==> src/rtl/pptree_pkg.sv <==
// Shared sizing helpers for the pipelined parallel-prefix adder.
// Level and segment counts are derived from operand width and register spacing.
package pptree_pkg;

    localparam int WIDTH_DEF     = 32;
    localparam int REG_EVERY_DEF = 2;

    function automatic int clog2(input int n);
        int r;
        r = 0;
        for (int i = 0; i < 31; i++) begin
            if ((1 << r) < n) r = r + 1;
        end
        return r;
    endfunction

    function automatic int n_levels(input int w);
        return clog2(w);
    endfunction

    // A width-1 adder still needs one register stage.
    function automatic int n_seg(input int w, input int re);
        int l;
        l = n_levels(w);
        return (l == 0) ? 1 : (l + re - 1) / re;
    endfunction

endpackage

==> src/rtl/pptree_cells.sv <==
// Generic logic cells; tech mapping replaces these bodies.
// The adder datapath instantiates only these for its gates.
module and2 (
    input  logic a,
    input  logic b,
    output logic y
);
    assign y = a & b;
endmodule

module xor2 (
    input  logic a,
    input  logic b,
    output logic y
);
    assign y = a ^ b;
endmodule

module ao21 (
    input  logic a0,
    input  logic a1,
    input  logic b,
    output logic y
);
    assign y = (a0 & a1) | b;
endmodule

module buffer (
    input  logic a,
    output logic y
);
    assign y = a;
endmodule

==> src/rtl/pptree_pipe_seg.sv <==
// One pipeline segment: Kogge-Stone levels LO..HI, then a register slice
// with its own valid bit and ready term.
module pptree_pipe_seg #(
    parameter int WIDTH = 32,
    parameter int LO    = 1,
    parameter int HI    = 2
) (
    input  logic             clk,
    input  logic             rst_n,
    input  logic             up_valid,
    output logic             up_ready,
    output logic             dn_valid,
    input  logic             dn_ready,
    input  logic [WIDTH-1:0] g_i,
    input  logic [WIDTH-1:0] p_i,
    input  logic [WIDTH-1:0] pt_i,
    input  logic             c_i,
    output logic [WIDTH-1:0] g_o,
    output logic [WIDTH-1:0] p_o,
    output logic [WIDTH-1:0] pt_o,
    output logic             c_o
);

    localparam int NL = (HI >= LO) ? HI - LO + 1 : 0;

    logic [WIDTH-1:0] gl [NL+1];
    logic [WIDTH-1:0] pl [NL+1];

    assign gl[0] = g_i;
    assign pl[0] = p_i;

    for (genvar j = 0; j < NL; j++) begin : g_lvl
        localparam int D = 1 << (LO + j - 1);
        for (genvar i = 0; i < WIDTH; i++) begin : g_bit
            if (i >= D) begin : g_cell
                ao21 u_g (
                    .a0(pl[j][i]),
                    .a1(gl[j][i-D]),
                    .b (gl[j][i]),
                    .y (gl[j+1][i])
                );
                and2 u_p (
                    .a(pl[j][i]),
                    .b(pl[j][i-D]),
                    .y(pl[j+1][i])
                );
            end else begin : g_pass
                buffer u_g (.a(gl[j][i]), .y(gl[j+1][i]));
                buffer u_p (.a(pl[j][i]), .y(pl[j+1][i]));
            end
        end
    end

    // A slot may refill whenever it is empty or its content leaves now.
    assign up_ready = !dn_valid | dn_ready;

    always_ff @(posedge clk or negedge rst_n) begin
        if (!rst_n) begin
            dn_valid <= 1'b0;
        end else if (up_ready) begin
            dn_valid <= up_valid;
        end
    end

    always_ff @(posedge clk or negedge rst_n) begin
        if (!rst_n) begin
            g_o  <= '0;
            p_o  <= '0;
            pt_o <= '0;
            c_o  <= 1'b0;
        end else if (up_ready && up_valid) begin
            g_o  <= gl[NL];
            p_o  <= pl[NL];
            pt_o <= pt_i;
            c_o  <= c_i;
        end
    end

endmodule

==> src/rtl/pptree_pipe_adder.sv <==
// Pipelined Kogge-Stone adder with valid/ready flow control.
// Carry-in is folded into bit 0 generate before the prefix tree.
module pptree_pipe_adder
    import pptree_pkg::*;
#(
    parameter int WIDTH     = WIDTH_DEF,
    parameter int REG_EVERY = REG_EVERY_DEF
) (
    input  logic             clk,
    input  logic             rst_n,
    input  logic             in_valid,
    output logic             in_ready,
    input  logic [WIDTH-1:0] a,
    input  logic [WIDTH-1:0] b,
    input  logic             cin,
    output logic             out_valid,
    input  logic             out_ready,
    output logic [WIDTH-1:0] sum,
    output logic             cout
);

    localparam int L    = n_levels(WIDTH);
    localparam int NSEG = n_seg(WIDTH, REG_EVERY);

    logic [WIDTH-1:0] p0;
    logic [WIDTH-1:0] g0;
    logic [WIDTH-1:0] gc;

    for (genvar i = 0; i < WIDTH; i++) begin : g_pre
        xor2 u_p (.a(a[i]), .b(b[i]), .y(p0[i]));
        and2 u_g (.a(a[i]), .b(b[i]), .y(g0[i]));
        if (i == 0) begin : g_cin
            ao21 u_c (.a0(p0[0]), .a1(cin), .b(g0[0]), .y(gc[0]));
        end else begin : g_nc
            buffer u_c (.a(g0[i]), .y(gc[i]));
        end
    end

    logic [WIDTH-1:0] gs [NSEG+1];
    logic [WIDTH-1:0] ps [NSEG+1];
    logic [WIDTH-1:0] ts [NSEG+1];
    logic             cs [NSEG+1];
    logic             vs [NSEG+1];
    logic             rs [NSEG+1];

    assign gs[0]    = gc;
    assign ps[0]    = p0;
    assign ts[0]    = p0;
    assign cs[0]    = cin;
    assign vs[0]    = in_valid;
    assign rs[NSEG] = out_ready;

    assign in_ready  = rs[0];
    assign out_valid = vs[NSEG];

    for (genvar k = 0; k < NSEG; k++) begin : g_seg
        localparam int LO  = k * REG_EVERY + 1;
        localparam int TOP = (k + 1) * REG_EVERY;
        localparam int HI  = (TOP < L) ? TOP : L;
        pptree_pipe_seg #(
            .WIDTH(WIDTH),
            .LO   (LO),
            .HI   (HI)
        ) u_seg (
            .clk     (clk),
            .rst_n   (rst_n),
            .up_valid(vs[k]),
            .up_ready(rs[k]),
            .dn_valid(vs[k+1]),
            .dn_ready(rs[k+1]),
            .g_i     (gs[k]),
            .p_i     (ps[k]),
            .pt_i    (ts[k]),
            .c_i     (cs[k]),
            .g_o     (gs[k+1]),
            .p_o     (ps[k+1]),
            .pt_o    (ts[k+1]),
            .c_o     (cs[k+1])
        );
    end

    // Sum is a thin xor layer on the final registered carries.
    for (genvar i = 0; i < WIDTH; i++) begin : g_sum
        if (i == 0) begin : g_s0
            xor2 u_s (.a(ts[NSEG][0]), .b(cs[NSEG]), .y(sum[0]));
        end else begin : g_si
            xor2 u_s (.a(ts[NSEG][i]), .b(gs[NSEG][i-1]), .y(sum[i]));
        end
    end

    buffer u_cout (.a(gs[NSEG][WIDTH-1]), .y(cout));

endmodule

==> config.mk <==
export PLATFORM = sky130hd
export DESIGN_NAME = pptree_pipe_adder
export DESIGN_NICKNAME = d
export VERILOG_FILES = /design/src/rtl/pptree_pkg.sv /design/src/rtl/pptree_cells.sv /design/src/rtl/pptree_pipe_seg.sv /design/src/rtl/pptree_pipe_adder.sv
export SDC_FILE = /design/constraint.sdc
export NUM_CORES = 1
export LEC_CHECK = 0
export ABC_AREA = 1
export CORE_ASPECT_RATIO = 0.75
export CORE_MARGIN = 2
export CORE_UTILIZATION = 30
export DETAILED_ROUTE_END_ITERATION = 6
export PLACE_DENSITY_LB_ADDON = 0.3
export SYNTH_ARGS = -nofsm -noshare
export SYNTH_HDL_FRONTEND = slang
export SYNTH_SLANG_ARGS = --single-unit
export TNS_END_PERCENT = 20
==> constraint.sdc <==
create_clock -name clk -period 3.65 [get_ports clk]
set_clock_uncertainty 0.05 [all_clocks]
set_input_delay 0.73 -clock clk [delete_from_list [all_inputs] [get_ports clk]]
set_output_delay 0.73 -clock clk [all_outputs]
set_load 0.005 [all_outputs]
* Word level (Yosys, flattened, before mapping)
Index checks and enable logic that the tools add are counted.
Word-level totals: register bits after elaboration 262, bits of input ports 69, output and inout port bits 35, logic and storage cells 492
Cells by class: bitwise operators 472, reduce and logical (&&, ||, !) cells 6
Operators with widths (count):
- bitwise AND 1 bit | 275
- OR 1 bit | 133
- XOR 1 bit | 64
- logical AND 1 bit | 3
- zero test 1 bit | 3

* Depth between registers and ports, before layout
Gate-level depths: netlist of run 1.
depth after elaboration 7, mapped depth 8, gate-level depth less buffers 7

* Modules after synthesis
A second synthesis of run 1 with hierarchy kept.
Second synthesis, totals: cell total of the unflattened synthesis 2398, area, all modules 16129.2 um^2
By module, submodules not included:
- pptree_pipe_seg | times used 3, cells each 424, area an instance 3849.9 um^2, sequential area each 2452.4 um^2
- ao21 | times used 130, cells each 3, area an instance 11.3 um^2, sequential area each 0.0 um^2
- and2 | times used 161, cells each 2, area an instance 7.5 um^2, sequential area each 0.0 um^2
- xor2 | times used 64, cells each 5, area an instance 18.8 um^2, sequential area each 0.0 um^2
- buffer | times used 94, cells each 1, area an instance 7.5 um^2, sequential area each 0.0 um^2

* Worst setup path before layout of run 1
OpenSTA, ideal clock, no wires.
kind input port to output port, start in out_ready, end out in_ready, arrival time 0.923 ns, required time 2.870 ns, slack 1.947 ns, stages on the path 2, path buffers 0, cells stage by stage inv_1 > nand4_2
On the way: word-level cells in the longest chain between the ends 3
RTL lines:
- from (decl) | line pptree_pipe_adder.sv:17 | input logic out_ready,
- OR 1 bit (3 in series) | line pptree_pipe_seg.sv:55 | assign up_ready = !dn_valid | dn_ready;
- to (decl) | line pptree_pipe_adder.sv:12 | output logic in_ready,
Every way passes these cells.

* Final worst setup path of run 1
Ends and elaborated chain as after synthesis.

==> flow_summary.ini, run 1 <==
[status]
status = completed

[global_routing]
grt_use_met1 = 0.2572
grt_max_degree = 141
antenna_found_initial = 0
grt.overflow.total = 0
grtUsageMet2 = 0.2292
top_usage_layer = met1
gr-usage-met3 = 0.02198
grt_first_pass_wirelength_mm = 47.59
grt_pass1_vias = 8102
grt_use_total = 0.1609

[sta]
hold_ws_ps = 231.2
hold_violations = 0
slew_viol_final = 0
layout_min_cycle_time_ps = 2876
rsz0062_at_grt = false
max_slew_margin = 0.4112
max_clock_freq_ghz = 0.3477
setup_viol = 0
post-route-worst-setup-slack_ps = 774.0
worst_slew_pin_slew_ps = 883.3
tns_ps = 0
period_share = 0.7879

[synth]
syn_area_um2 = 11100
synth_top_area_frac = 0.5455
synth_seq_cells = 242
synth_top_cells_by_area = dfrtp_1, nand2_1, o21ai_0, ha_1, inv_1
syn_area_per_cell_um2 = 8.404
synth_warnings = 0
synth_edf_count = 0
post-synth-top-count-cell = nand2_1
post_synth_inst_count = 1321
synth.net_count = 1422
synthTopCellsByCount = nand2_1, dfrtp_1, o21ai_0
ys_seq_area_frac = 0.5455
synth_top_area_cell = dfrtp_1
async_reset_ff_frac = 1.000
yosysUniqueCellTypes = 18
synth-main-ff-cell = dfrtp_1

[clock_tree]
clk_latency_ps = 520
postCtsHoldBufs = 0
clock_path_buffers = 3
post_cts_buffers = 0
cts_tree = done
cts.sinks = 242
cts_buffers = 24
cts.htree.levels = 1
cts_root_buf = clkbuf_16
cts.clk_slew.worst_paths_ps = 60
cts_resized = 0

[placed_design]
dpl_worst_slack_ps = 779.8
port_buffers = 103
placed_area_um2 = 12400
hpwl_mm = 22.87
place_congestion = 0.8335

[setup_path]
worstPathCellList = clkdlybuf4s50_1, inv_1, nand4_2, clkdlybuf4s50_1
r2r_slack_ps = 1750
cp.required_ps = 2870
path_class = in2out
reg2regPathDepth = 4
cp_data_arrival_time_ps = 2100
reg2reg_from = g_seg[2].u_seg.dn_valid
r2r_end = g_seg[2].u_seg.g_o[21]
path_common_cell = clkdlybuf4s50_1
slowest_stage = clkdlybuf4s50_1
path_max_fanout = 4
slowest_delay_ps = 550
start_kind = input port
endpoint_kind = primary output

[detailed_routing]
dr.pass1.iters = 5
routed_wl_mm = 30.71
antenna_left = 0
drt_iter0_markers = 844
avgRoutedWirePerCell_um = 16.22
drc = 0
viasPerCell = 4.572
num_vias = 8654

[layout]
final-seq-area_um2 = 6056
syn_to_final_growth_pct = 18.60
antenna_cells = 0
nFillCells = 3814
design_area_um2 = 13170
fin_nets = 1482
multi_input_area_um2 = 4150
drive_gt1_frac = 0.03865

[die]
coreArea_um2 = 36180
die_area_um2 = 38580
fp.dieH_um = 170.6
ios = 104
rows = 60
start_util = 0.3068
die_x_um = 226.1

[power]
power_mw = 8.999
power_density_nw_per_um2 = 683.5
power.leakage_nw = 6.519
vdd_drop_max_uv = 355.7

[run]
drv_cap = 0

[hold_path]
min_path_type = in2async
-- worst max-delay path: cells and delay by family --
kind	cells	cell delay (ps)
and+or+nand+nor	1	220
buffers and inverters	3	1140
-- through the flow --
stage | instances | util
2_1_floorplan | 1321 | -
3_3_place_gp | 1851 | 0.3426
3_5_place_dp | 1851 | 0.3426
4_1_cts | 1893 | 0.3639
5_1_grt | 1893 | 0.3639
6_report | 1893 | 0.3639
-- how the worst max path moves through the flow --
stage | to | slack [ps] | start
6_report | in_ready | 770 | out_ready
5_1_grt | in_ready | 740 | out_ready
4_1_cts | in_ready | 770 | out_ready
3_5_place_dp | in_ready | 780 | out_ready
3_3_place_gp | in_ready | 770 | out_ready
2_1_floorplan | in_ready | 1950 | out_ready
-- state kept, by name, summed over array words and instances (netlist names) --
signal,count
g_seg.u_seg.dn_valid,3
g_seg.u_seg.g_o,96
g_seg.u_seg.c_o,3
g_seg.u_seg.p_o,44
g_seg.u_seg.pt_o,96
-- power breakdown --
| part | total [mW] | switching [mW] | internal, mW |
|---|---|---|---|
| sequential | 3.95 | 0.525 | 3.42 |
| clock | 2.46 | 1.03 | 1.42 |
| combinational | 2.59 | 1.42 | 1.17 |
| total | 9.00 | 2.98 | 6.02 |
-- routing by layer --
layer  vias up  wire (um)
met4         0        506
met1      4118      15800
met5         -          0
met3        38       1912
li1       4244          -
met2       254      12490
-- final cells by class --
| class | count | share of cell area |
|---|---|---|
| Multi-Input combinational cell | 894 | 0.3152 |
| Sequential cell | 242 | 0.4599 |
| Timing Repair Buffer | 116 | 0.08990 |
| Clock buffer | 38 | 0.05502 |
| Inverter | 103 | 0.02936 |
| Clock inverter | 4 | 0.003421 |
| Tap cell | 496 | 0.04713 |
-- cells by family after synthesis --
kind of cell    after synthesis  synth area share
simple gates                577            0.1971
compound gates              253            0.1141
flops                       242            0.5455
buf+inv                     185           0.08205
xor+xnor                     32           0.02525
fa+ha+maj                    32           0.03606
-- cells in the final DEF, fill, tap and decap left out --
master,count
ha_1,32
nand3_1,4
nand2_4,2
inv_2,2
nand4_1,1
clkdlybuf4s50_1,102
nand2_1,552
nand4_2,1
clkinv_2,3
clkbuf_16,25
o21ai_0,180
buf_12,4
a21oi_1,73
nand2_2,1
nand3b_1,1
clkbuf_8,5
dfrtp_1,242
xor2_1,32
inv_1,101
buf_8,1
clkbuf_1,8
bufinv_16,1
nor2_1,15
buf_4,9
No activity file was read; power rests on OpenSTA's default activity.
==> run 2: changes to the inputs <==
Clock period 3.65 ns to 2.6 ns, I/O delays scaled along.
==> flow_summary.ini, run 2 (synthesized netlist as in run 1, its figures left out) <==
[status]
status = completed

[clock_tree]
cts.sinks = 242
cts.htree.levels = 1
cts_tree = done
cts_root_buf = clkbuf_16
clk_latency_ps = 510
postCtsHoldBufs = 1
clock_path_buffers = 3
cts_resized = 0
post_cts_buffers = 0
cts_buffers = 25
cts.clk_slew.worst_paths_ps = 60

[placed_design]
port_buffers = 103
place_inst = 1855
place_congestion = 0.8342
hpwl_mm = 23.19

[global_routing]
grt_max_degree = 86
grt_pass1_vias = 8167
grt_first_pass_wirelength_mm = 48.09
grt_use_total = 0.1616
grt.overflow.total = 0
antenna_found_initial = 1

[sta]
slew_viol_final = 0
setup_viol = 0
rsz0062_at_grt = false
layout_min_cycle_time_ps = 2379
max_slew_margin = 0.5857
worst_slew_pin_slew_ps = 621.5
period_share = 0.9149
max_clock_freq_ghz = 0.4204
tns_ps = 0
hold_violations = 0

[die]
die_x_um = 226.1
start_util = 0.3068
rows = 60
coreArea_um2 = 36180
fp.dieH_um = 170.6
ios = 104
die_area_um2 = 38580

[setup_path]
endpoint_kind = primary output
cp.required_ps = 2030
path_max_fanout = 2
reg2regPathDepth = 5
startpoint = g_seg[2].u_seg.g_o[18]
r2r_slack_ps = 960
path_class = reg2out
start_kind = flip-flop
reg2reg_from = g_seg[2].u_seg.dn_valid
cp_data_arrival_time_ps = 1810

[power]
vdd_drop_max_uv = 531.0
power.leakage_nw = 6.563
power_density_nw_per_um2 = 955.3

[layout]
top_regs = g_seg.u_seg.g_o: 96 flops, g_seg.u_seg.pt_o: 96 flops, g_seg.u_seg.p_o: 44 flops
syn_to_final_growth_pct = 19.57
final-seq-area_um2 = 6056
mostFrequentLayoutCells = nand2_1, dfrtp_1, o21ai_0
multi_input_area_um2 = 4150
drive_gt1_frac = 0.04060
final_cells = 1900
antenna_cells = 0
fin_nets = 1488
final_util = 0.3668
nFillCells = 3746
layout_commonest_cell = nand2_1

[detailed_routing]
drt_iter0_markers = 745
drc = 0
dr.pass1.iters = 5
num_vias = 8563
routed_wl_mm = 30.73
avgRoutedWirePerCell_um = 16.17
viasPerCell = 4.507
antenna_left = 0

[hold_path]
hold_start = g_seg[1].u_seg.pt_o[11]
min_path_type = reg2reg
hold_depth = 2

[run]
drv_cap = 0
==> run 2: cell count changes in the layout (fill, tap and decap cells not counted) <==
cell           previous run  this run
buf_12                    4         9
clkinv_2                  3         1
buf_4                     9         8
clkbuf_1                  8        11
inv_6                     0         2
clkbuf_8                  5         4
dlygate4sd3_1             0         1
==> run 2: power breakdown <==
| part | internal (mW) | total (mW) | switching, mW |
|---|---|---|---|
| Combinational | 1.69 | 3.73 | 2.03 |
| Sequential | 4.81 | 5.52 | 0.708 |
| Clock | 2.00 | 3.44 | 1.44 |
| Total | 8.50 | 12.7 | 4.18 |
==> run 2: final cells by class <==
class,instances,area share
clock buffers,40,0.05439
clock inverters,4,0.003959
inverters,103,0.02913
multi-input cells,894,0.3127
flip-flops and latches,242,0.4562
well taps,496,0.04675
repair buffers,121,0.09690
==> run 2: worst max-delay path: stages (launching register included) <==
cell and delay, ps:
dfrtp_1 390, xor2_1 330, clkdlybuf4s50_1 570
==> run 2: metrics by stage <==
stage | hold slack (ps) | worst slack, ps | area [um2] | power (mW)
after floorplan | 174.4 | 1143 | 11100 | 7.824
after global placement | 408.8 | 240.2 | 12490 | 9.300
after detailed placement | 414.1 | 253.8 | 12490 | 9.368
after CTS | 426.2 | 167.4 | 13270 | 12.84
after global routing | 444.5 | 184.2 | 13270 | 13.53
final | 420.9 | 221.3 | 13270 | 12.68
==> run 2: per-layer routing <==
layer | track usage | routed length, um
met4 | 0.02546 | 369
met1 | 0.2600 | 15970
met2 | 0.2272 | 12540
met3 | 0.02645 | 1849
met5 | 0 | 0
==> run 2: worst paths after layout <==
| kind | end |
|---|---|
| min reg2reg | g_seg[2].u_seg.pt_o[11] |
| max in group asynchronous | g_seg[0].u_seg.pt_o[7] |
| max | sum[19] |
| max reg2reg | g_seg[0].u_seg.g_o[20] |
| min | g_seg[2].u_seg.pt_o[11] |
| min in group asynchronous | g_seg[2].u_seg.dn_valid |
